===== config.mk =====
export PLATFORM = sky130hd
export DESIGN_NAME = tt_um_hoene_led_pwm_array_flat
export DESIGN_NICKNAME = d
export VERILOG_FILES = /design/src/rtl/tt_um_hoene_led_pwm_array_pkg.sv /design/src/rtl/tt_um_hoene_led_pwm_array_if.sv /design/src/rtl/tt_um_hoene_pwm_compare.sv /design/src/rtl/tt_um_hoene_led_pwm_array.sv /design/src/flat_wrapper.sv
export SDC_FILE = /design/constraint.sdc
export NUM_CORES = 1
export LEC_CHECK = 0
export BUFFER_PORTS_ARGS = -buffer_cell sky130_fd_sc_hd__buf_4
export CAP_MARGIN = 20
export CORE_UTILIZATION = 50
export DETAILED_ROUTE_END_ITERATION = 7
export PLACE_DENSITY = 0.69
export SLEW_MARGIN = 15
export SYNTH_ARGS = -nofsm -noshare
export SYNTH_HDL_FRONTEND = slang
export SYNTH_SLANG_ARGS = --single-unit
export TNS_END_PERCENT = 10

===== constraint.sdc =====
create_clock -name clk -period 5.8 [get_ports clk]
set_clock_uncertainty 0.1 [all_clocks]
set_input_delay 0.58 -clock clk [delete_from_list [all_inputs] [get_ports clk]]
set_output_delay 0.58 -clock clk [all_outputs]
set_load 0.01 [all_outputs]

===== src/rtl/tt_um_hoene_led_pwm_array_pkg.sv =====
// rtl/tt_um_hoene_led_pwm_array_pkg.sv - shared limits and phase-offset helper for the PWM array
package tt_um_hoene_led_pwm_array_pkg;

    localparam int NUM_CH_MIN = 1;
    localparam int NUM_CH_MAX = 8;
    localparam int WIDTH_MIN  = 4;
    localparam int WIDTH_MAX  = 12;

    // Spread the channel compare points evenly over one period so LED inrush is staggered.
    function automatic int phase_offset(input int ch, input int width, input int num_ch,
                                        input int stagger);
        if (stagger == 0) begin
            return 0;
        end
        return ch * ((1 << width) / num_ch);
    endfunction

endpackage


===== src/rtl/tt_um_hoene_led_pwm_array_if.sv =====
// rtl/tt_um_hoene_led_pwm_array_if.sv - duty load / enable bus and PWM status outputs
interface tt_um_hoene_led_pwm_array_if #(
    parameter int NUM_CH = 3,
    parameter int WIDTH  = 10
);
    logic [NUM_CH*WIDTH-1:0] data;
    logic                    load;
    logic                    enable;
    logic [NUM_CH-1:0]       out;
    logic                    period_start;
    logic                    pending;

    modport master (
        output data, load, enable,
        input  out, period_start, pending
    );

    modport slave (
        input  data, load, enable,
        output out, period_start, pending
    );
endinterface


===== src/rtl/tt_um_hoene_pwm_compare.sv =====
// rtl/tt_um_hoene_pwm_compare.sv - one PWM channel: phase add, duty compare, registered output
module tt_um_hoene_pwm_compare #(
    parameter int WIDTH  = 10,
    parameter int OFFSET = 0
) (
    input  logic             clk,
    input  logic             rst_n,
    input  logic             enable,
    input  logic [WIDTH-1:0] cnt,
    input  logic [WIDTH-1:0] duty,
    output logic             out
);
    localparam logic [WIDTH-1:0] PHASE_OFS = WIDTH'(OFFSET);
    localparam logic [WIDTH-1:0] DUTY_FULL = '1;

    logic [WIDTH-1:0] ph;

    // Modular add: the sum simply wraps at WIDTH bits.
    assign ph = cnt + PHASE_OFS;

    always_ff @(posedge clk or negedge rst_n) begin
        if (!rst_n) begin
            out <= 1'b0;
        end else begin
            out <= enable && ((duty == DUTY_FULL) || (ph < duty));
        end
    end

endmodule


===== src/rtl/tt_um_hoene_led_pwm_array.sv =====
// rtl/tt_um_hoene_led_pwm_array.sv - multi-channel LED PWM with shadowed duty update at period wrap
module tt_um_hoene_led_pwm_array
    import tt_um_hoene_led_pwm_array_pkg::*;
#(
    parameter int NUM_CH  = 3,
    parameter int WIDTH   = 10,
    parameter int STAGGER = 1
) (
    input logic                         clk,
    input logic                         rst_n,
    tt_um_hoene_led_pwm_array_if.slave  bus
);
    localparam logic [WIDTH-1:0] CNT_MAX = '1;

    generate
        if (NUM_CH < NUM_CH_MIN || NUM_CH > NUM_CH_MAX || WIDTH < WIDTH_MIN || WIDTH > WIDTH_MAX) begin : g_bad_param
            $error("tt_um_hoene_led_pwm_array: NUM_CH or WIDTH out of range");
        end
    endgenerate

    logic [WIDTH-1:0]        cnt;
    logic [NUM_CH*WIDTH-1:0] shadow;
    logic [NUM_CH*WIDTH-1:0] active;
    logic                    pending;
    logic                    period_start;
    logic [NUM_CH-1:0]       out_w;
    logic                    wrap;
    logic                    apply_now;

    assign wrap      = bus.enable && (cnt == CNT_MAX);
    // While stopped nothing is being generated, so the shadow can be taken at once.
    assign apply_now = wrap || !bus.enable;

    always_ff @(posedge clk or negedge rst_n) begin
        if (!rst_n) begin
            cnt          <= '0;
            shadow       <= '0;
            active       <= '0;
            pending      <= 1'b0;
            period_start <= 1'b0;
        end else begin
            cnt          <= bus.enable ? cnt + 1'b1 : '0;
            period_start <= bus.enable && (cnt == '0);
            if (bus.load) begin
                shadow <= bus.data;
            end
            if (apply_now) begin
                active  <= bus.load ? bus.data : shadow;
                pending <= 1'b0;
            end else if (bus.load) begin
                pending <= 1'b1;
            end
        end
    end

    generate
        for (genvar g = 0; g < NUM_CH; g++) begin : g_ch
            tt_um_hoene_pwm_compare #(
                .WIDTH  (WIDTH),
                .OFFSET (phase_offset(g, WIDTH, NUM_CH, STAGGER))
            ) u_cmp (
                .clk    (clk),
                .rst_n  (rst_n),
                .enable (bus.enable),
                .cnt    (cnt),
                .duty   (active[g*WIDTH +: WIDTH]),
                .out    (out_w[g])
            );
        end
    endgenerate

    assign bus.out          = out_w;
    assign bus.pending      = pending;
    assign bus.period_start = period_start;

endmodule


===== src/flat_wrapper.sv =====
// flat-port wrapper written by rule: the top's interface ports become plain ports
module tt_um_hoene_led_pwm_array_flat import tt_um_hoene_led_pwm_array_pkg::*;
#(
    parameter int NUM_CH  = 3,
    parameter int WIDTH   = 10,
    parameter int STAGGER = 1
)
  (clk, rst_n, bus_data, bus_load, bus_enable, bus_out, bus_period_start, bus_pending);
  tt_um_hoene_led_pwm_array_if #(.NUM_CH(NUM_CH), .WIDTH(WIDTH)) bus_i ();
  input logic clk;
  input logic rst_n;
  input wire logic [$bits(bus_i.data)-1:0] bus_data;
  input wire logic [$bits(bus_i.load)-1:0] bus_load;
  input wire logic [$bits(bus_i.enable)-1:0] bus_enable;
  output wire logic [$bits(bus_i.out)-1:0] bus_out;
  output wire logic [$bits(bus_i.period_start)-1:0] bus_period_start;
  output wire logic [$bits(bus_i.pending)-1:0] bus_pending;
  assign bus_i.data = bus_data;
  assign bus_i.load = bus_load;
  assign bus_i.enable = bus_enable;
  assign bus_out = bus_i.out;
  assign bus_period_start = bus_i.period_start;
  assign bus_pending = bus_i.pending;
  tt_um_hoene_led_pwm_array #(.NUM_CH(NUM_CH), .WIDTH(WIDTH), .STAGGER(STAGGER)) u_core (.clk(clk), .rst_n(rst_n), .bus(bus_i));
endmodule

Yosys cells after proc, flatten, opt, wreduce, memory -nomap -nowiden

Index checks and enable logic that the tools add are counted.
W data, S select, Z words.

Input port bits: 34
Logic and storage cells: 34
Output and inout bits: 5
Flip-flop bits (word level): 75

Equality and inequality tests: 4
Reduce and logical (&&, ||, !) cells: 12
Mux-type cells: 4
$add $sub $neg: 3
Order comparisons: 3

Operators with widths:

| operator                 | number |
|---|---|
| $eq A10 B10 Y1 const B   | 4 |
| $lt A10 B10 Y1           | 3 |
| $mux W30                 | 1 |
| $add A10 B1 Y10 const B  | 1 |
| $add A10 B10 Y10 const B | 1 |
| $add A10 B9 Y10 const B  | 1 |
| $logic_not A10 Y1        | 1 |
| $mux W10                 | 1 |
| $logic_and A1 B1 Y1      | 5 |
| $logic_or A1 B1 Y1       | 4 |
| $mux W1                  | 2 |
| $reduce_bool A2 Y1       | 1 |
| $logic_not A1 Y1         | 1 |

Longest topological paths before layout

Gate-level depths: netlist of the first run.

Word-level depth: 4
Mapped depth: 12
Gate-level depth less buffers: 11

Modules after synthesis

A second synthesis of the first run with hierarchy kept.

Cell total of the unflattened synthesis: 329
Area total of the unflattened synthesis: 4000.1 um^2

By module, submodules not included:

| module                                         | cells each | sequential area each (um^2) | times used | area each (um^2) |
|---|---|---|---|---|
| tt_um_hoene_led_pwm_array                      | 181        | 1801.7                      | 1          | 2886.5 |
| tt_um_hoene_pwm_compare (u_core.g_ch[1].u_cmp) | 57         | 25.0                        | 1          | 426.7 |
| tt_um_hoene_pwm_compare (u_core.g_ch[2].u_cmp) | 54         | 25.0                        | 1          | 410.4 |
| tt_um_hoene_pwm_compare (u_core.g_ch[0].u_cmp) | 37         | 25.0                        | 1          | 276.5 |

Worst setup path before layout of the first run

Ideal clock, no wire load.

Path type: register -> register
Start point: register u_core.cnt[2]
End point: register u_core.g_ch[1].u_cmp.out
Arrival: 2.028 ns
Data required time: 5.572 ns
Setup time: 0.128 ns
Period minus slack after synthesis: 2.256 ns
Path slack: 3.544 ns
Cell stages (with the launch flop): 13
Buffers on the path: 1
Path through: dfrtp_1 -> buf_6 -> inv_1 -> ha_1 -> a21oi_1 -> o21ai_0 -> a211oi_1 -> nor2_1 -> ha_1 -> a21oi_1 -> o21a_1 -> o21ai_0 -> a21oi_1

Longest elaborated chain between the ends: 4

RTL lines:

| item                   | RTL line                        | text |
|---|---|---|
| start, declared        | tt_um_hoene_led_pwm_array.sv:21 | `logic [WIDTH-1:0] cnt;` |
| start signal, assigned | tt_um_hoene_led_pwm_array.sv:42 | `cnt <= bus.enable ? cnt + 1'b1 : '0;` |
| $add A10 B9 Y10        | tt_um_hoene_pwm_compare.sv:19   | `assign ph = cnt + PHASE_OFS;` |
| $lt A10 B10 Y1         | tt_um_hoene_pwm_compare.sv:25   | `out <= enable && ((duty == DUTY_FULL) \|\| (ph < duty));` |
| $logic_or A1 B1 Y1     | tt_um_hoene_pwm_compare.sv:25   |  |
| $logic_and A1 B1 Y1    | tt_um_hoene_pwm_compare.sv:25   |  |
| end signal, assigned   | tt_um_hoene_pwm_compare.sv:25   |  |
| end, declared          | tt_um_hoene_pwm_compare.sv:11   | `output logic out` |

Every way passes these cells.
A chain may end at the register's enable or synchronous reset.

Final worst setup path of the first run

Start point: register u_core.cnt[2]
End point: register u_core.g_ch[2].u_cmp.out

Longest elaborated chain between the ends: 4

RTL lines:

| item                 | RTL line |
|---|---|
| $add A10 B10 Y10     | tt_um_hoene_pwm_compare.sv:19 |
| $lt A10 B10 Y1       | tt_um_hoene_pwm_compare.sv:25 |
| $logic_or A1 B1 Y1   | tt_um_hoene_pwm_compare.sv:25 |
| $logic_and A1 B1 Y1  | tt_um_hoene_pwm_compare.sv:25 |
| end signal, assigned | tt_um_hoene_pwm_compare.sv:25 |
| end, declared        | tt_um_hoene_pwm_compare.sv:11 |

Every way passes these cells.

==> summary.txt, run 1 <==
Logic synthesis
  – Library cell occupying the most area in the post-synthesis netlist: sky130_fd_sc_hd__dfrtp_1
  – Cell variety after synth: 34
  – Synth async-reset ratio: 1.00
  – Fraction of post-synthesis cell area in the top cell type by area: 0.474
  – Synthesized area divided by synthesized cell count: 11.8 µm²
  – Synth area leaders: sky130_fd_sc_hd__dfrtp_1 (47%), sky130_fd_sc_hd__mux2_2 (17%), sky130_fd_sc_hd__ha_1 (9.8%)
  – Post-synthesis cell count: 337
  – Number of enable-type register cells in the synthesized netlist: 0
  – Dominant register cell in the synthesized netlist: sky130_fd_sc_hd__dfrtp_1
  – Number of nets produced by synthesis: 402
  – Mapped cell area: 3960 µm²
  – Number of flip-flops and latches in the synthesized netlist: 75
  – Syn. warnings: 0
  – Fraction of the yosys area taken by sequential cells: 0.474

GRT
  – Global-route wire length before repair: 12500 µm
  – Total overflow reported by the global router: 0
  – Largest net degree at the start of global routing: 76
  – Via count of the first global-routing pass: 2611
  – Overall global routing resource usage: 0.193
  – Initial antenna violation count: 0

Pwr
  – Clock network power share: 0.353
  – Leakage power: 2.07 nW
  – VDD IR-drop max: 0.161 mV
  – PwrDens: 279 nW/µm²
  – Net Switching: 0.000325 W
  – Combinational share of power: 0.156
  – Post-layout power: 0.00125 W
  – Share of total power in sequential cells: 0.492
  – Power Internal: 0.000923 W
  – Net switching share of the total power: 0.260

Drt
  – Average routed wire per standard cell: 14.9 µm
  – DR pass1 iterations: 4
  – DRC: 0
  – Total detailed-routing wirelength: 7100 µm
  – Routed via count: 2550
  – Via-to-Cell Ratio: 5.35
  – Initial DRC Count: 110
  – Final ANT Viol Nets: 0

Min path
  – Worst hold path type: primary input to asynchronous set/reset pin

Timing
  – Final critical delay including setup and external delays: 2530 ps
  – Remaining max-slew budget at the tightest pin: 0.377
  – Post-layout worst setup margin: 3270 ps
  – Final count of pins violating max slew: 0
  – Number of setup violations in the final report: 0
  – RSZ-0062 raised after global routing: false
  – Max Clock Freq: 0.395 GHz
  – Measured slew at the worst slew-check pin: 935 ps
  – Final setup TNS: 0 ps
  – Part of the cycle the worst path needs: 0.436
  – Number of failing hold endpoints at the final stage: 0

Clock tree
  – Clock tree from TritonCTS: done
  – CTS sink cnt: 75
  – Resize count post-CTS: 0
  – Worst skew pair latency: 350 ps
  – Setup fix buffers added after clock tree synthesis: 0
  – Number of hold buffers added after cts: 0
  – Number of buffers inserted during clock tree synthesis: 9
  – CTS H-Tree Depth: 3
  – Clk buf depth: 2
  – Clock tree root driver cell: sky130_fd_sc_hd__clkbuf_8
  – Clock-pin slew on the worst setup and hold paths: 80 ps

Finish
  – Final cell count without fillers: 477
  – Most common cell after layout, fill and taps aside: sky130_fd_sc_hd__dfrtp_1
  – # nets final: 435
  – Layout Area Growth over Synthesis: 13.0%
  – Layout Utilization: 0.582
  – Commonest cells after routing, fill and taps aside: sky130_fd_sc_hd__dfrtp_1 (75), sky130_fd_sc_hd__mux2_2 (59), sky130_fd_sc_hd__buf_4 (39)
  – Filler cell count in the final layout: 666
  – Antenna diodes: 0
  – Ratio of cells with drive above 1 in the final layout: 0.312

Worst setup path
  – Crit start category: flip-flop
  – Largest driver fanout on the critical path: 10
  – Required time reported for the critical path endpoint: 5980 ps
  – Crit-path max cell delay: 500 ps
  – Setup Crit Path Kind: flip-flop to flip-flop
  – Worst setup EP type: flip-flop
  – Critical path arrival: 2710 ps
  – Crit-path slowest cell: sky130_fd_sc_hd__dfrtp_1
  – Cell breakdown of the critical path: ha_1, o21a_1, o21ai_0, a21boi_0, xnor2_1, ha_1, a21oi_1, o21a_1, o21ai_0, a21oi_1

Place
  – Minimum setup slack after placement: 3290 ps
  – GPL Wtd Cong: 0.828
  – IO Port Bufs: 38
  – Cell count after placement: 461
  – HPWL Detailed: 4810 µm

Outcome
  – Status: finished clean

Job
  – Max capacitance violation total: 0

Floorplan
  – Die boundary width: 91.0 µm
  – Initial core utilization: 0.515
  – Die area: 8280 µm²
  – I/O pin cnt: 39
  – Placeable core region: 7690 µm²
  – Die boundary height: 91.0 µm
  – Number of rows created at floorplan: 32
[per-layer routing]
| metal | global-route usage | vias up | wire length [µm] |
|---|---|---|---|
| met5 | 0 | - | 0 |
| met4 | 0.0833 | 0 | 134 |
| met3 | 0.0352 | 12 | 218 |
| met2 | 0.306 | 39 | 3330 |
| met1 | 0.261 | 1270 | 3410 |
| li1 | - | 1229 | - |
[power groups by stage]
stage	sequential (W)	combinational [W]	clock (W)
finish	0.000614	0.000195	0.000440
global route	0.000622	0.000224	0.000474
CTS	0.000615	0.000198	0.000450
detailed placement	0.000625	0.000196	0
global placement	0.000623	0.000188	0
floorplan	0.000612	0.000142	0
[Yosys cell counts (all sizes together), types with 2 or more instances]
cell type / number
xnor2: 15
xor2: 5
inv: 35
nand3: 6
o21ai: 7
buf: 15
nand2b: 2
nor2b: 2
and4: 2
o21a: 6
nor3: 5
clkbuf: 2
nor4: 4
dfrtp: 75
a21oi: 21
nand4: 9
nand2: 13
nor2: 4
mux2: 60
o221ai: 3
and2: 7
ha: 31
a21boi: 2
[stage by stage]
| step | hold slack (ps) | cell area [µm²] |
|---|---|---|
| floorplan | 184 | 3960 |
| global placement | 377 | 4260 |
| detailed placement | 383 | 4260 |
| CTS | 298 | 4480 |
| global route | 347 | 4480 |
| finish | 248 | 4480 |
[worst max-delay path: cells and delay by family (launching register included)]
kind	cells	cell delay (ps)
flops	1	500
xor+xnor	1	150
fa+ha+maj	2	590
compound gates	7	1120
[worst paths after layout]
kind                                  startpoint                        to  slack [ps]  cells past startpoint
worst max-delay path               u_core.cnt[2]  u_core.g_ch[2].u_cmp.out        3270                     10
worst min-delay path                       rst_n          u_core.active[5]         250                      1
worst max register to register     u_core.cnt[2]  u_core.g_ch[2].u_cmp.out        3270                     10
worst min register to register  u_core.shadow[6]          u_core.shadow[6]         400                      1
max in group asynchronous                  rst_n  u_core.g_ch[2].u_cmp.out        4730                      1
min in group clk                    bus_data[23]         u_core.shadow[23]         370                      2
[flip-flops by register name (all words and copies together) (netlist names)]
signal,cells
u_core.bus.period_start,1
u_core.bus.pending,1
u_core.g_ch.u_cmp.out,3
u_core.cnt,10
u_core.shadow,30
u_core.active,30
[kinds of logic (layout without fill, tap and decap cells)]
family	Yosys count	after routing	share of synthesized area
buffers and inverters	52	90	0.0638
AND/OR/NAND/NOR	56	56	0.0799
XOR/XNOR	20	20	0.0442
flip-flops	75	75	0.474
AO/OA/AOI/OAI	43	43	0.0698
adder cells (fa/ha/maj)	31	31	0.0979
multiplexers	60	60	0.171
[area by class of cell]
cell class | count | area, µm² | share of cell area
clock inverter | 7 | 92.6 | 0.0207
clock buffer | 9 | 124 | 0.0277
timing repair buffer | 39 | 293 | 0.0654
tap | 102 | 128 | 0.0285
sequential | 75 | 1880 | 0.419
inverter | 35 | 131 | 0.0293
multi-input combinational | 210 | 1830 | 0.409
Power figures use the tool's default switching activity.
==> inputs of run 2 (changes only) <==
- PLACE_DENSITY: 0.69 -> 0.72
- clock period: 5.8 -> 2.07 ns (I/O delays scaled with it)
==> run 2 against run 1 <==
Effect of this change:
- the run now ends with negative setup slack left
- sequential power rose to 2.8 times the previous value
- register-to-register slack worse by 3400 ps
- fmax up 16%
- critical path depth unchanged
- critical path type unchanged
- critical endpoint is now u_core.g_ch[1].u_cmp.out
==> summary.txt, run 2 (synthesized netlist as in run 1, its figures left out) <==
Finish
  – Ratio of cells with drive above 1 in the final layout: 0.401 (was 0.312)
  – Filler cell count in the final layout: 603 (was 666)
  – Final cell count without fillers: 536 (was 477)
  – Final instance area: 5180 µm² (was 4480 µm²)
  – Most common cell after layout, fill and taps aside: sky130_fd_sc_hd__dfrtp_1 (unchanged)
  – Top flop regs: u_core.active x30, u_core.shadow x30, u_core.cnt x10 (unchanged)
  – Layout Area Growth over Synthesis: 30.7% (was 13.0%)
  – # nets final: 494 (was 435)
  – Antenna diodes: 0 (unchanged)
  – Commonest cells after routing, fill and taps aside: sky130_fd_sc_hd__dfrtp_1 (68), sky130_fd_sc_hd__buf_4 (66), sky130_fd_sc_hd__mux2_2 (59) (was sky130_fd_sc_hd__dfrtp_1 (75), sky130_fd_sc_hd__mux2_2 (59), sky130_fd_sc_hd__buf_4 (39))

Timing
  – Remaining max-slew budget at the tightest pin: 0.662 (was 0.377)
  – Max Clock Freq: 0.458 GHz (was 0.395 GHz)
  – Final count of pins violating max slew: 0 (unchanged)
  – Part of the cycle the worst path needs: 1.05 (was 0.436)
  – RSZ-0062 raised after global routing: true (was false)
  – Number of setup violations in the final report: 2 (was 0)
  – Post-layout worst setup margin: -113 ps (was 3270 ps)
  – Final critical delay including setup and external delays: 2180 ps (was 2530 ps)
  – Measured slew at the worst slew-check pin: 503 ps (was 935 ps)
  – Number of failing hold endpoints at the final stage: 0 (unchanged)

GRT
  – Overall global routing resource usage: 0.219 (was 0.193)
  – Fraction of met2 tracks used by global routing: 0.374 (was 0.306)
  – Largest net degree at the start of global routing: 41 (was 76)
  – Via count of the first global-routing pass: 2994 (was 2611)
  – Total overflow reported by the global router: 0 (unchanged)
  – GRT busiest layer: met2 (unchanged)
  – Global routing usage on met1: 0.281 (was 0.261)
  – Initial antenna violation count: 0 (unchanged)
  – Global-route wire length before repair: 14000 µm (was 12500 µm)
  – GR Layer Usage met3: 0.0452 (was 0.0352)

Drt
  – Via-to-Cell Ratio: 5.16 (was 5.35)
  – Routed via count: 2764 (was 2550)
  – Average routed wire per standard cell: 15.4 µm (was 14.9 µm)
  – DRC: 0 (unchanged)
  – Initial DRC Count: 108 (was 110)
  – DR pass1 iterations: 4 (unchanged)
  – Final ANT Viol Nets: 0 (unchanged)
  – Total detailed-routing wirelength: 8240 µm (was 7100 µm)

Place
  – Cell count after placement: 491 (was 461)
  – Minimum setup slack after placement: -97.4 ps (was 3290 ps)
  – Dpl cell area: 4540 µm² (was 4260 µm²)
  – IO Port Bufs: 38 (unchanged)
  – GPL Wtd Cong: 0.844 (was 0.828)
  – HPWL Detailed: 5650 µm (was 4810 µm)

Worst setup path
  – Critical path arrival: 2320 ps (was 2710 ps)
  – Crit start category: flip-flop (unchanged)
  – Required time reported for the critical path endpoint: 2210 ps (was 5980 ps)
  – Largest driver fanout on the critical path: 4 (was 10)
  – Internal reg-to-reg setup slack: -110 ps (was 3270 ps)
  – Count of cells along the worst register-to-register path: 10 (unchanged)
  – Setup Crit Path Kind: flip-flop to flip-flop (unchanged)
  – Worst setup EP type: flip-flop (unchanged)

Min path
  – Hold Path Depth: 2
  – Worst hold path type: primary input to flip-flop (was primary input to asynchronous set/reset pin)

Pwr
  – Share of total power in sequential cells: 0.450 (was 0.492)
  – Combinational share of power: 0.175 (was 0.156)
  – Leakage power: 2.39 nW (was 2.07 nW)
  – Power Internal: 0.00288 W (was 0.000923 W)
  – PwrDens: 737 nW/µm² (was 279 nW/µm²)
  – VDD IR-drop max: 0.445 mV (was 0.161 mV)
  – Net switching share of the total power: 0.245 (was 0.260)
  – Net Switching: 0.000936 W (was 0.000325 W)
  – Clock network power share: 0.376 (was 0.353)

Clock tree
  – Number of buffers inserted during clock tree synthesis: 9 (unchanged)
  – Clk buf depth: 2 (unchanged)
  – Clock tree root driver cell: sky130_fd_sc_hd__clkbuf_8 (unchanged)
  – Clock-pin slew on the worst setup and hold paths: 80 ps (about the same)
  – CTS H-Tree Depth: 3 (unchanged)
  – CTS sink cnt: 75 (unchanged)
  – Clock tree from TritonCTS: done (unchanged)
  – Worst skew pair latency: 350 ps (about the same)

Job
  – Max capacitance violation total: 0 (unchanged)

Floorplan
  – I/O pin cnt: 39 (unchanged)
  – Number of rows created at floorplan: 32 (unchanged)
  – Placeable core region: 7690 µm² (unchanged)
  – Initial core utilization: 0.515 (unchanged)
  – Die boundary width: 91.0 µm (unchanged)
  – Die area: 8280 µm² (unchanged)
  – Die boundary height: 91.0 µm (unchanged)

Outcome
  – Status: complete, but fails checks (was finished clean)
  – Violated checks: negative setup slack
==> run 2: cell count changes in the layout (fill, tap and decap cells not counted), moves of 5 or more <==
cell	previous run	this run
sky130_fd_sc_hd__a21oi_2	0	6
sky130_fd_sc_hd__dfrtp_1	75	68
sky130_fd_sc_hd__o21ai_0	7	2
sky130_fd_sc_hd__a21oi_1	21	14
sky130_fd_sc_hd__dlygate4sd3_1	0	27
sky130_fd_sc_hd__dfrtp_2	0	7
sky130_fd_sc_hd__buf_4	39	66
==> run 2: per-layer routing <==
layer	vias to the layer above	routed length, µm	part of all wire
li1	1352	-	-
met1	1368	3780	0.46
met2	37	4160	0.50
met3	7	215	0.026
met4	0	85	0.010
met5	-	0	0
==> run 2: through the flow <==
step | hold WS [ps] | utilization | power [W] | setup TNS (ps)
final | 8.68 | 0.673 | 0.00382 | -225
after CTS | 0.323 | 0.662 | 0.00383 | -172
after global placement | 96.8 | 0.590 | 0.00230 | 0
after floorplan | -189 | - | 0.00212 | -15.8
after detailed placement | 106 | 0.590 | 0.00234 | -141
after global routing | 4.03 | 0.673 | 0.00401 | -453
==> run 2: final cells by class <==
type | count | area (µm²) | share of cell area
Timing Repair Buffer | 98 | 831 | 0.161
Clock inverter | 4 | 95.1 | 0.0184
Multi-Input combinational cell | 210 | 1940 | 0.375
Clock buffer | 12 | 165 | 0.0319
Sequential cell | 75 | 1890 | 0.364
Inverter | 35 | 131 | 0.0254
Tap cell | 102 | 128 | 0.0247
==> run 2: critical path: stages, from the launching register on <==
cell,delay (ps)
sky130_fd_sc_hd__dfrtp_2,470
sky130_fd_sc_hd__ha_4,190
sky130_fd_sc_hd__a21oi_4,150
sky130_fd_sc_hd__o211ai_1,130
sky130_fd_sc_hd__nor2_1,150
sky130_fd_sc_hd__xnor2_1,90
sky130_fd_sc_hd__ha_1,320
sky130_fd_sc_hd__nand2_1,90
sky130_fd_sc_hd__o21a_1,190
sky130_fd_sc_hd__o21ai_2,140
sky130_fd_sc_hd__a21oi_2,50
==> run 2: what timing repair did <==
item,CTS,global route
endpoints found under the setup margin,9,32
setup buffers,0,1
resized for setup,4,22
pin swaps,5,9
cloned,0,1
hold endpoints to repair,61,0
hold buffers,27,0
==> run 2: worst paths after layout <==
path | startpoint | endpoint
setup / recovery | u_core.cnt[1] | u_core.g_ch[1].u_cmp.out
hold / removal | bus_data[29] | u_core.shadow[29]
setup reg to reg | u_core.cnt[1] | u_core.g_ch[1].u_cmp.out
hold reg to reg | u_core.shadow[6] | u_core.shadow[6]
max in group asynchronous | rst_n | u_core.cnt[0]
min in group asynchronous | rst_n | u_core.shadow[5]
==> run 2: power groups by stage <==
stage / combinational, W / clock [W] / sequential, W
finish: 0.000666 / 0.00143 / 0.00172
detailed placement: 0.000595 / 0 / 0.00174
global placement: 0.000566 / 0 / 0.00174
global route: 0.000747 / 0.00152 / 0.00174
floorplan: 0.000403 / 0 / 0.00172
CTS: 0.000646 / 0.00146 / 0.00172
